===== src/rtl/uart_pkg.sv =====
// uart_pkg: shared state encoding, parity modes and frame-length helper for the UART blocks
package uart_pkg;
  localparam logic [2:0] IDLE = 3'd0, START = 3'd1, DATA = 3'd2, PARITY = 3'd3, STOP = 3'd4, GAP = 3'd5;
  localparam int PARITY_NONE = 0, PARITY_EVEN = 1, PARITY_ODD = 2;
  function automatic int frame_bits(input int parity_mode, input int stop_bits);
    return 9 + (parity_mode != PARITY_NONE ? 1 : 0) + stop_bits;
  endfunction
endpackage


===== src/rtl/uart_bit_timer.sv =====
// uart_bit_timer: free-running bit-period counter with clear and a one-cycle terminal-count tick
module uart_bit_timer #(
  parameter int CLKS_PER_BIT = 432
) (
  input  logic clk,
  input  logic rst,
  input  logic clr,
  output logic tick
);
  localparam int CW = $clog2(CLKS_PER_BIT);
  logic [CW-1:0] cnt;
  assign tick = !clr && cnt == CW'(CLKS_PER_BIT - 1);
  always_ff @(posedge clk or posedge rst)
    if (rst) cnt <= '0;
    else if (clr || tick) cnt <= '0;
    else cnt <= cnt + CW'(1);
endmodule


===== src/rtl/uart_word_tx.sv =====
// uart_word_tx: serializes one accepted word as back-to-back UART frames, octet 0 first, LSB first
module uart_word_tx
  import uart_pkg::*;
#(
  parameter int CLKS_PER_BIT = 432,
  parameter int WORD_BYTES   = 16,
  parameter int STOP_BITS    = 1,
  parameter int PARITY_MODE  = 0,
  parameter int GAP_BITS     = 1
) (
  input  logic                          CLK_IN,
  input  logic                          resetIn,
  input  logic [8*WORD_BYTES-1:0]       word_in,
  input  logic                          word_valid,
  output logic                          word_ready,
  output logic                          UART_TX,
  output logic                          busy,
  output logic                          word_done,
  output logic [$clog2(WORD_BYTES):0]   byte_idx
);
  localparam int BW = $clog2(WORD_BYTES) + 1;
  localparam logic HAS_PAR = PARITY_MODE != PARITY_NONE;
  localparam logic ODD = PARITY_MODE == PARITY_ODD;
  logic [2:0] state;
  logic [8*WORD_BYTES-1:0] sh;
  logic [3:0] cnt;
  logic [BW-1:0] idx;
  logic par, tx, done, tick, last;
  uart_bit_timer #(.CLKS_PER_BIT(CLKS_PER_BIT)) timer (
    .clk(CLK_IN), .rst(resetIn), .clr(state == IDLE), .tick(tick)
  );
  assign word_ready = state == IDLE;
  assign busy = !word_ready;
  assign UART_TX = tx;
  assign word_done = done;
  assign byte_idx = idx;
  assign last = idx == BW'(WORD_BYTES - 1);
  // the shift register moves one bit per data bit, so the next octet lands in sh[7:0]
  always_ff @(posedge CLK_IN or posedge resetIn)
    if (resetIn) begin
      state <= IDLE;
      sh <= '0;
      cnt <= '0;
      idx <= '0;
      par <= 1'b0;
      tx <= 1'b1;
      done <= 1'b0;
    end else begin
      done <= 1'b0;
      case (state)
        IDLE: if (word_valid) begin
          sh <= word_in;
          idx <= '0;
          par <= 1'b0;
          cnt <= '0;
          tx <= 1'b0;
          state <= START;
        end
        START: if (tick) begin
          state <= DATA;
          tx <= sh[0];
        end
        DATA: if (tick) begin
          sh <= sh >> 1;
          par <= par ^ sh[0];
          if (cnt == 4'd7) begin
            cnt <= '0;
            state <= HAS_PAR ? PARITY : STOP;
            tx <= HAS_PAR ? par ^ sh[0] ^ ODD : 1'b1;
          end else begin
            cnt <= cnt + 4'd1;
            tx <= sh[1];
          end
        end
        PARITY: if (tick) begin
          state <= STOP;
          tx <= 1'b1;
        end
        STOP: if (tick) begin
          if (cnt == 4'(STOP_BITS - 1)) begin
            cnt <= '0;
            if (!last) begin
              state <= START;
              idx <= idx + BW'(1);
              par <= 1'b0;
              tx <= 1'b0;
            end else if (GAP_BITS > 0) state <= GAP;
            else begin
              state <= IDLE;
              done <= 1'b1;
            end
          end else cnt <= cnt + 4'd1;
        end
        GAP: if (tick) begin
          if (cnt == 4'(GAP_BITS - 1)) begin
            cnt <= '0;
            state <= IDLE;
            done <= 1'b1;
          end else cnt <= cnt + 4'd1;
        end
        default: state <= IDLE;
      endcase
    end
endmodule


===== config.mk =====
export PLATFORM = sky130hd
export DESIGN_NAME = uart_word_tx
export DESIGN_NICKNAME = d
export VERILOG_FILES = /design/src/rtl/uart_pkg.sv /design/src/rtl/uart_bit_timer.sv /design/src/rtl/uart_word_tx.sv
export SDC_FILE = /design/constraint.sdc
export NUM_CORES = 1
export LEC_CHECK = 0
export ABC_AREA = 1
export CAP_MARGIN = 30
export CORE_MARGIN = 2
export CORE_UTILIZATION = 53
export DETAILED_ROUTE_END_ITERATION = 12
export HOLD_SLACK_MARGIN = 0.02
export PLACE_DENSITY = 0.8
export RECOVER_POWER = 25
export SETUP_SLACK_MARGIN = 0.2
export SLEW_MARGIN = 20
export SYNTH_ARGS = -nofsm -noshare
export SYNTH_HDL_FRONTEND = slang
export SYNTH_SLANG_ARGS = --single-unit

===== constraint.sdc =====
create_clock -name CLK_IN -period 6.56 [get_ports CLK_IN]
set_clock_uncertainty 0.2 [all_clocks]
set_input_delay 0.984 -clock CLK_IN [delete_from_list [all_inputs] [get_ports CLK_IN]]
set_output_delay 0.984 -clock CLK_IN [all_outputs]
set_load 0.01 [all_outputs]

# After elaboration in Yosys (flattened, before gate mapping)
# Index checks and enable logic that the tools add are counted.
# totals
mem_count,0
latchBits,0
reg_bits,151
ram_bits,0
out_inout_bits,9
rom_bits,0
inputBits,131
wordCells,82
# classes
n_lt_le_gt_ge,0
bitwise_logic,0
add_sub_neg,3
shifts,0
eq_ne,19
n_mux,38
n_mul,0
reduce_logical,15
n_div,0
# ops
cell,count
128-bit two-way mux,2
128-bit one-hot mux with 2 select lines,1
3-bit two-way mux,10
4-bit two-way mux,5
5-bit two-way mux,4
3-bit one-hot mux with 6 select lines,1
2-bit by 1-bit inequality test with 1-bit output (second input constant),6
4-bit one-hot mux with 3 select lines,1
1-bit two-way mux,11
2-bit inequality test (second input constant),5
5-bit one-hot mux with 2 select lines,1
9-bit by 1-bit adder with 9-bit output (second input constant),1
9-bit == test (second input constant),1
9-bit two-way mux,1
9-bit AND reduction,1
8-bit AND reduction,1
3-bit by 2-bit == test with 1-bit output (second input constant),2
3-bit == test (second input constant),2
5-bit by 1-bit adder with 5-bit output (second input constant),1
5-bit by 4-bit == test with 1-bit output (second input constant),1
1-bit one-hot mux with 5 select lines,1
5-bit AND reduction,1
5-bit nonzero test,1
4-bit by 1-bit adder with 4-bit output (second input constant),1
other kinds (12),13

# Logic depth before layout (Yosys ltp)
# depth
word_depth,5
depth_mapped,11
mapped_depth_nobuf,10

# Modules after synthesis
# Synthesis repeated with hierarchy kept, for this count alone.
# hier_totals
hier_cells,1023
area_unflattened_um2,8015.2
# modules_own_cells
mod,seq_area_each_um2,area_per_inst_um2,cells_each,instances
uart_word_tx,3554.7,7500.9,960,1
uart_bit_timer,225.2,514.2,63,1

# Worst setup path before layout
# OpenSTA, ideal clock, no wires.
# synth_path
path_kind,flip-flop to output port
start,register state[0]
end,output busy
slack_ns,4.494
path_buffers,0
arrival_time_ns,0.882
stages_incl_launch_ff,5
path_cell_list,dfrtp_1 > nor2_2 > inv_2 > nor2_4 > inv_1
# synth_between
elab_chain_cells,2
# synth_lines
item,line,rtl
from (decl),uart_word_tx.sv:24,logic [2:0] state;
from (signal assigned),uart_word_tx.sv:68,state <= HAS_PAR ? PARITY : STOP;
3-bit logical NOT,uart_word_tx.sv:32,assign word_ready = state == IDLE;
named net word_ready,uart_word_tx.sv:15,"output logic word_ready,"
1-bit logical NOT,uart_word_tx.sv:33,assign busy = !word_ready;
to (decl),uart_word_tx.sv:17,"output logic busy,"
# The timed path passes the listed nets, and every way through them passes these cells.

# Worst setup path in the final report
# layout_path
start,register state[2]
end,register sh[19]
# layout_between
elab_chain_cells,5
# layout_lines
item,line,rtl
3-bit logical NOT,"uart_word_tx.sv:30, uart_word_tx.sv:50",
1-bit logical NOT,uart_bit_timer.sv:12,assign tick = !clr && cnt == CW'(CLKS_PER_BIT - 1);
1-bit logical AND,uart_bit_timer.sv:12,
2-bit by 1-bit inequality test with 1-bit output (no source line),-,
3-bit AND reduction (no source line),-,
to (signal assigned),uart_word_tx.sv:52,sh <= word_in;
to (signal assigned),uart_word_tx.sv:64,sh <= sh >> 1;
to (decl),uart_word_tx.sv:25,logic [8*WORD_BYTES-1:0] sh;
# Several ways; a longest one is shown, not always the timed one.
# A chain may end at the register's enable or synchronous reset.

==> impl_metrics.env <==
export IMPL_final_common_cell="nand2_1"
export IMPL_slowest_stage="nand2_8"
export IMPL_synth_compound_area_share_pct=19.9
export IMPL_area_growth_pct=24.3
export IMPL_netlist_cell_type_count=33
export IMPL_finalPower_w=0.00424
export IMPL_grt_pass1_vias=6340
export IMPL_p_per_area_nw_per_um2=435
export IMPL_clk_path_buf_depth=2
export IMPL_cp_cell_sequence="nor2_2, nand2_8, inv_2, nand2_2, nand3_4, inv_8, buf_16, buf_4, nand2_1, o21ai_2"
export IMPL_final_core_util_pct=67.4
export IMPL_syn_avg_cell_area_um2=7.78
export IMPL_finalCritPeriodShare_pct=56.6
export IMPL_synthSimpleGateAreaFrac_pct=18.9
export IMPL_worst_path_buf_inv=4
export IMPL_critPathCaptureType="flip-flop"
export IMPL_cp_depth=10
export IMPL_synth_top_family_by_area="compound AO/OA/AOI/OAI gates"
export IMPL_placementRows=44
export IMPL_hold_slack_ps=272
export IMPL_clock_latency_ps=420
export IMPL_io_buffer_count=139
export IMPL_global_route_usage_total_pct=22.1
export IMPL_vias=6584
export IMPL_crit_fanout=167
export IMPL_fin_tns_setup_ps=0
export IMPL_overflow=0
export IMPL_synth_area_leaders="dfrtp_1, nand2_1, o21ai_0, inv_1, o21ai_2"
export IMPL_clock_sinks=151
export IMPL_worstRegToRegCells=10
export IMPL_critical_path_arrival_ps=3850
export IMPL_ys_ff_latch=151
export IMPL_muxShareOfSynthArea_pct=0
export IMPL_yosys_area_top_type_share_pct=47.8
export IMPL_core_um2=14500
export IMPL_postCtsHoldBufs=0
export IMPL_rrSetupSlack_ps=2850
export IMPL_cts_buffers_inserted=17
export IMPL_synthAdderAreaFrac_pct=0.797
export IMPL_synth_largest_area_cell="dfrtp_1"
export IMPL_dieArea_um2=15800
export IMPL_ys_warnings_count=0
export IMPL_die_x_um=126
export IMPL_gp_congestion=0.831
export IMPL_power_leakage_nw=4.77
export IMPL_whs_path_depth=2
export IMPL_wl_per_cell_um=12.8
export IMPL_cts_clk_slew_worst_paths_ps=60
export IMPL_synth_cell_area_um2=7850
export IMPL_n_antenna_cell=0
export IMPL_period_minus_slack_ps=3710
export IMPL_drv_cap=0
export IMPL_seq_area_frac_synth_pct=48.2
export IMPL_ant_nets=0
export IMPL_mostFrequentLayoutCells="nand2_1, dfrtp_1, inv_1"
export IMPL_avgViaCountPerCell=5.03
export IMPL_grt_max_degree=168
export IMPL_ir_drop_mv=0.341
export IMPL_syn_num_nets=1145
export IMPL_cts_tree="built"
export IMPL_dp_hpwl_um=10600
export IMPL_cp_slowest_stage_delay_ps=590
export IMPL_min_path_type="flip-flop to flip-flop"
export IMPL_postCtsSetupRepairBufs=0
export IMPL_cts_resized=0
export IMPL_drt_initial_drc_count=514
export IMPL_post_place_ws_ps=2870
export IMPL_grt_antenna_before_repair=0
export IMPL_crit_type="flip-flop to flip-flop"
export IMPL_critPathTopFamily="buffers and inverters"
export IMPL_die_y_um=126
export IMPL_dr_pass1_iters=5
export IMPL_setup_violations=0
export IMPL_final_nets=1251
export IMPL_grt_pass1_wl_um=28800
export IMPL_routed_wl_um=16700
export IMPL_outcome="completed"
export IMPL_root_buffer="clkbuf_16"
export IMPL_maxSlewHeadroom_pct=35.2
export IMPL_slew_viol_final=0
export IMPL_worstMarginPinSlew_ps=967
export IMPL_drive_gt1_share_pct=8.89
export IMPL_hold_violations=0
export IMPL_synthCells=1009
export IMPL_max_freq_ghz=0.269
export IMPL_crit_required_ps=6700
export IMPL_ys_flop_type="dfrtp_1"
export IMPL_rsz0062_at_grt="no"
export IMPL_synth_edff_count=0
export IMPL_drc=0
export IMPL_synthArstFlopShare_pct=100
export IMPL_synth_xor_area_share_pct=0.112
export IMPL_initial_utilization_pct=54.2
export IMPL_start_kind="flip-flop"
export IMPL_htreeDepth=4
export IMPL_fin_ws_ps=2850
export IMPL_io_pins=140
sequential cells by signal (all words and copies together) (netlist names):
name,cells
state,3
word_done,1
timer.cnt,9
UART_TX,1
byte_idx,5
sh,128
cnt,4
kinds of logic after synthesis:
| logic type | after synthesis |
|---|---|
| adder cells (fa/ha/maj) | 5 |
| XOR/XNOR | 1 |
| AO/OA/AOI/OAI | 273 |
| flip-flops | 151 |
| buffers and inverters | 211 |
| AND/OR/NAND/NOR | 368 |
Yosys cell counts (2+ instances only):
cell type and number:
o21ai_1 75, clkbuf_1 26, dfrtp_1 150, o21ai_0 139, buf_6 18, o211ai_1 4, nand3_1 15, nor2_1 14
or2_2 4, nand4_1 3, nor4_1 2, a21oi_1 5, ha_1 5, buf_1 5, inv_1 150, nor2_2 2
nor3_1 3, nor3b_1 3, o21ai_2 50, buf_2 5, nand2_2 3, nand2_1 315, inv_2 3
metal layers:
layer / GRT usage, % / vias up / share of wire (%) / routed length [um]
met2: 35.5 / 154 / 48 / 8070
met3: 5.27 / 10 / 5.3 / 894
met5: 0 / - / 0 / 0
met4: 6.34 / 0 / 0.78 / 131
met1: 30.2 / 3039 / 46 / 7630
li1: - / 3381 / - / -
layout make-up:
class	count	area, um2
Clock inverter	9	104
Clock buffer	20	457
Sequential cell	151	3780
Multi-Input combinational cell	647	3130
Inverter	154	587
Timing Repair Buffer	144	1470
Tap cell	184	230
Fill cell	1186	4720
worst reg2reg max path, stage by stage (launching register included):
cell and delay (ps):
dfrtp_1 530, nor2_2 140, nand2_8 590, inv_2 150, nand2_2 140, nand3_4 160, inv_8 320, buf_16 450
buf_4 660, nand2_1 190, o21ai_2 110
per-stage QoR:
step / cell area (um2) / instances
6_report: 9760 / 1309
5_1_grt: 9760 / 1309
4_1_cts: 9730 / 1308
3_5_place_dp: 9170 / 1279
3_3_place_gp: 9150 / 1278
2_1_floorplan: 7850 / 1009
power breakdown:
part	internal [W]	total, W	switching (W)
Combinational	0.000618	0.00181	0.00119
Clock	0.000571	0.000940	0.000369
Sequential	0.00136	0.00149	0.000138
worst paths after layout:
| kind | startpoint | end |
|---|---|---|
| worst max-delay path | state[2] | sh[19] |
| worst min-delay path | UART_TX | UART_TX |
| worst max register to register | state[2] | sh[19] |
| worst min register to register | UART_TX | UART_TX |
| max in group asynchronous | resetIn | byte_idx[1] |
| min in group asynchronous | resetIn | sh[13] |
(Power assumes the default switching activity.)
==> edit, RTL diff (same settings) <==
`PARITY_MODE`: 0 -> 1.
--- a/src/rtl/uart_word_tx.sv
+++ b/src/rtl/uart_word_tx.sv
@@ -5,7 +5,7 @@
   parameter int CLKS_PER_BIT = 432,
   parameter int WORD_BYTES   = 16,
   parameter int STOP_BITS    = 1,
-  parameter int PARITY_MODE  = 0,
+  parameter int PARITY_MODE  = 1,
   parameter int GAP_BITS     = 1
 ) (
   input  logic                          CLK_IN,
Formal check against the unedited RTL: no difference found for any inputs over 10 cycles, from zero or initial values and one cycle with resetIn high; that may be too few to reach the edited logic, so the function may still have changed.
==> edit against the original RTL <==
  * The flow now finishes with violations (max-capacitance violations, max-slew violations)
  * Largest cell class unchanged
  * Wire length down 1.4%
  * Global-route usage shrank 0.84 points
  * Utilization is essentially flat
  * Worst setup slack gained 0.33 ns
  * Cell area is 0.73% higher
  * Sequential cell count grew 1
  * Total power grew 3.7%
  * Worst hold slack got worse by 0.0088 ns
  * Clock power is 4.9% lower
  * Via count grew 0.12%
  * Count of clock-buffer cells in the layout unchanged
  * Area after synthesis up 0.97%
==> edit: results (changes against the original RTL) <==
- The run finished, with violations left.
- The final reports fail on max-capacitance violations, max-slew violations.
- In the synthesized netlist, the cells that appear most often are sky130_fd_sc_hd__nand2_1, sky130_fd_sc_hd__inv_1, sky130_fd_sc_hd__dfrtp_1.
- The ratio of cells with drive above 1 in the final layout is 8.472% (-0.42 points).
- The worst-path cell with the longest stage delay is sky130_fd_sc_hd__buf_12.
- The pre-CTS worst setup slack came to 2.894 ns (+0.02775 ns).
- The critical path arrival is 3.51 ns (-0.34 ns).
- The final standard cell count with taps included and fillers excluded is 1329 (+1.5%).
- The maximum fanout count along the critical path is 230 (+38%).
- The worst-case headroom to the max-slew limit is -56.79% (-92 points).
- The count of final max-slew check failures was 52 (+52).
- The post-placement cell area is 0.009249 mm² (+0.82%).
- The critical hold path startpoint is timer.cnt[0].
- The delay of the slowest critical-path stage is 0.67 ns (+0.08 ns).
- The count of final setup violators is 0 (unchanged).
- The wire length of the first global-routing pass is 27790 µm (-3.5%).
- The aggregate routed wire length is 16490 µm (-1.4%).
- The number of global-route vias before repair is 6134 (-3.2%).
- The maximum number of pins on one net before global-route repair came to 231 (+38%).
- The routability congestion estimate from global placement is 0.9320 (+12%).
- The endpoint identified for the worst register-to-register timing path is sh[36].
- The number of cells on the worst reg-to-reg path came to 9 (-1).
- The sequential cell area fraction in the yosys report was 48.00% (-0.15 points).
- The average via count per standard cell is 4.960 (-1.4%).
- The fill cell instance count of the final layout was 1214 (+2.4%).
- The synthesized instance count is 1026 (+1.7%).
- The number of distinct library cells after synthesis is 32 (-3.0%).
- The half-perimeter wire length after placement is 10610 µm (+0.42%).
- By area the synthesized netlist is led by sky130_fd_sc_hd__dfrtp_1, sky130_fd_sc_hd__nand2_1, sky130_fd_sc_hd__o21ai_0.
- The switching portion of total power is 41.23% (+1.2 points).
- The reg-to-reg critical path startpoint is state[0].
- The initial DRC count is 478 (-7.0%).
- The depth of the worst hold-timing path came to 1 (-1).
- The maximum vdd drop is 0.0006120 V (+80%).
- The total of max-cap violations is 1 (+1).
- The total nets after synthesis is 1162 (+1.5%).
- The number of detailed-route iterations in the first pass is 5 (unchanged).
- The global-route total usage across every layer is 21.28% (-0.84 points).
==> edit: cell count changes after synthesis, sizes merged, moves of 2 or more <==
cell and delta:
nor2 +8, nand3 +3, nand3b +4, a21oi +2, nor4 -2, o211ai -4, inv +2, o21bai +5
or2 -4, buf +4, xor2 +2, clkbuf -5, nor3 +2
==> edit: kinds of logic (layout without fill, tap and decap cells) <==
kind of cell / count (synthesis) / after routing / share of synthesized area, %
xor+xnor: 3 / 3 / 0.3316
flops: 152 / 152 / 48.00
simple gates: 377 / 377 / 19.42
buf+inv: 212 / 331 / 11.85
compound gates: 277 / 277 / 19.61
fa+ha+maj: 5 / 5 / 0.7893
==> edit: final cells by class <==
type | count | area (µm²) | share of cell area, %
Sequential cell | 152 | 3805 | 38.72
Multi-Input combinational cell | 662 | 3187 | 32.43
Timing Repair Buffer | 145 | 1481 | 15.08
Inverter | 156 | 586.8 | 5.971
Clock buffer | 20 | 456.7 | 4.647
Tap cell | 184 | 230.2 | 2.343
Clock inverter | 10 | 80.08 | 0.8149
==> edit: power groups by stage <==
| stage | Combinational [µW] | Sequential (µW) | Clock, µW |
|---|---|---|---|
| after floorplan | 1770 | 1480 | 0 |
| after global placement | 1930 | 1500 | 0 |
| after detailed placement | 1990 | 1510 | 0 |
| after CTS | 2010 | 1500 | 912 |
| after global routing | 2330 | 1540 | 950 |
| final | 2010 | 1500 | 894 |
==> edit: worst max path at each step <==
stage | endpoint | startpoint
detailed placement | sh[25] | word_valid
global placement | sh[29] | word_valid
finish | sh[36] | state[0]
floorplan | byte_idx[0] | resetIn
global route | sh[104] | resetIn
CTS | sh[25] | state[0]
==> edit: metrics by stage <==
stage / total power (µW) / hold slack (ns)
floorplan: 3253 / 0.2329
global placement: 3427 / 0.2537
detailed placement: 3506 / 0.2558
CTS: 4424 / 0.2642
global route: 4816 / 0.2864
finish: 4401 / 0.2633
==> edit: worst register-to-register path, cell delays in order (launching register included) <==
cell	delay [ns]
sky130_fd_sc_hd__dfrtp_1	0.44
sky130_fd_sc_hd__inv_1	0.16
sky130_fd_sc_hd__nand3_4	0.36
sky130_fd_sc_hd__buf_12	0.33
sky130_fd_sc_hd__nand2_1	0.08
sky130_fd_sc_hd__inv_1	0.08
sky130_fd_sc_hd__nor2_4	0.47
sky130_fd_sc_hd__buf_12	0.67
sky130_fd_sc_hd__nand2_1	0.38
sky130_fd_sc_hd__o21ai_1	0.13
==> edit: routing by layer <==
layer / GRT usage, % / vias to the layer above / wire (µm)
met1: 29.51 / 3012 / 7799
met4: 6.206 / 0 / 150
li1: - / 3432 / -
met2: 32.99 / 135 / 7664
met5: 0 / - / 0
met3: 5.989 / 13 / 871
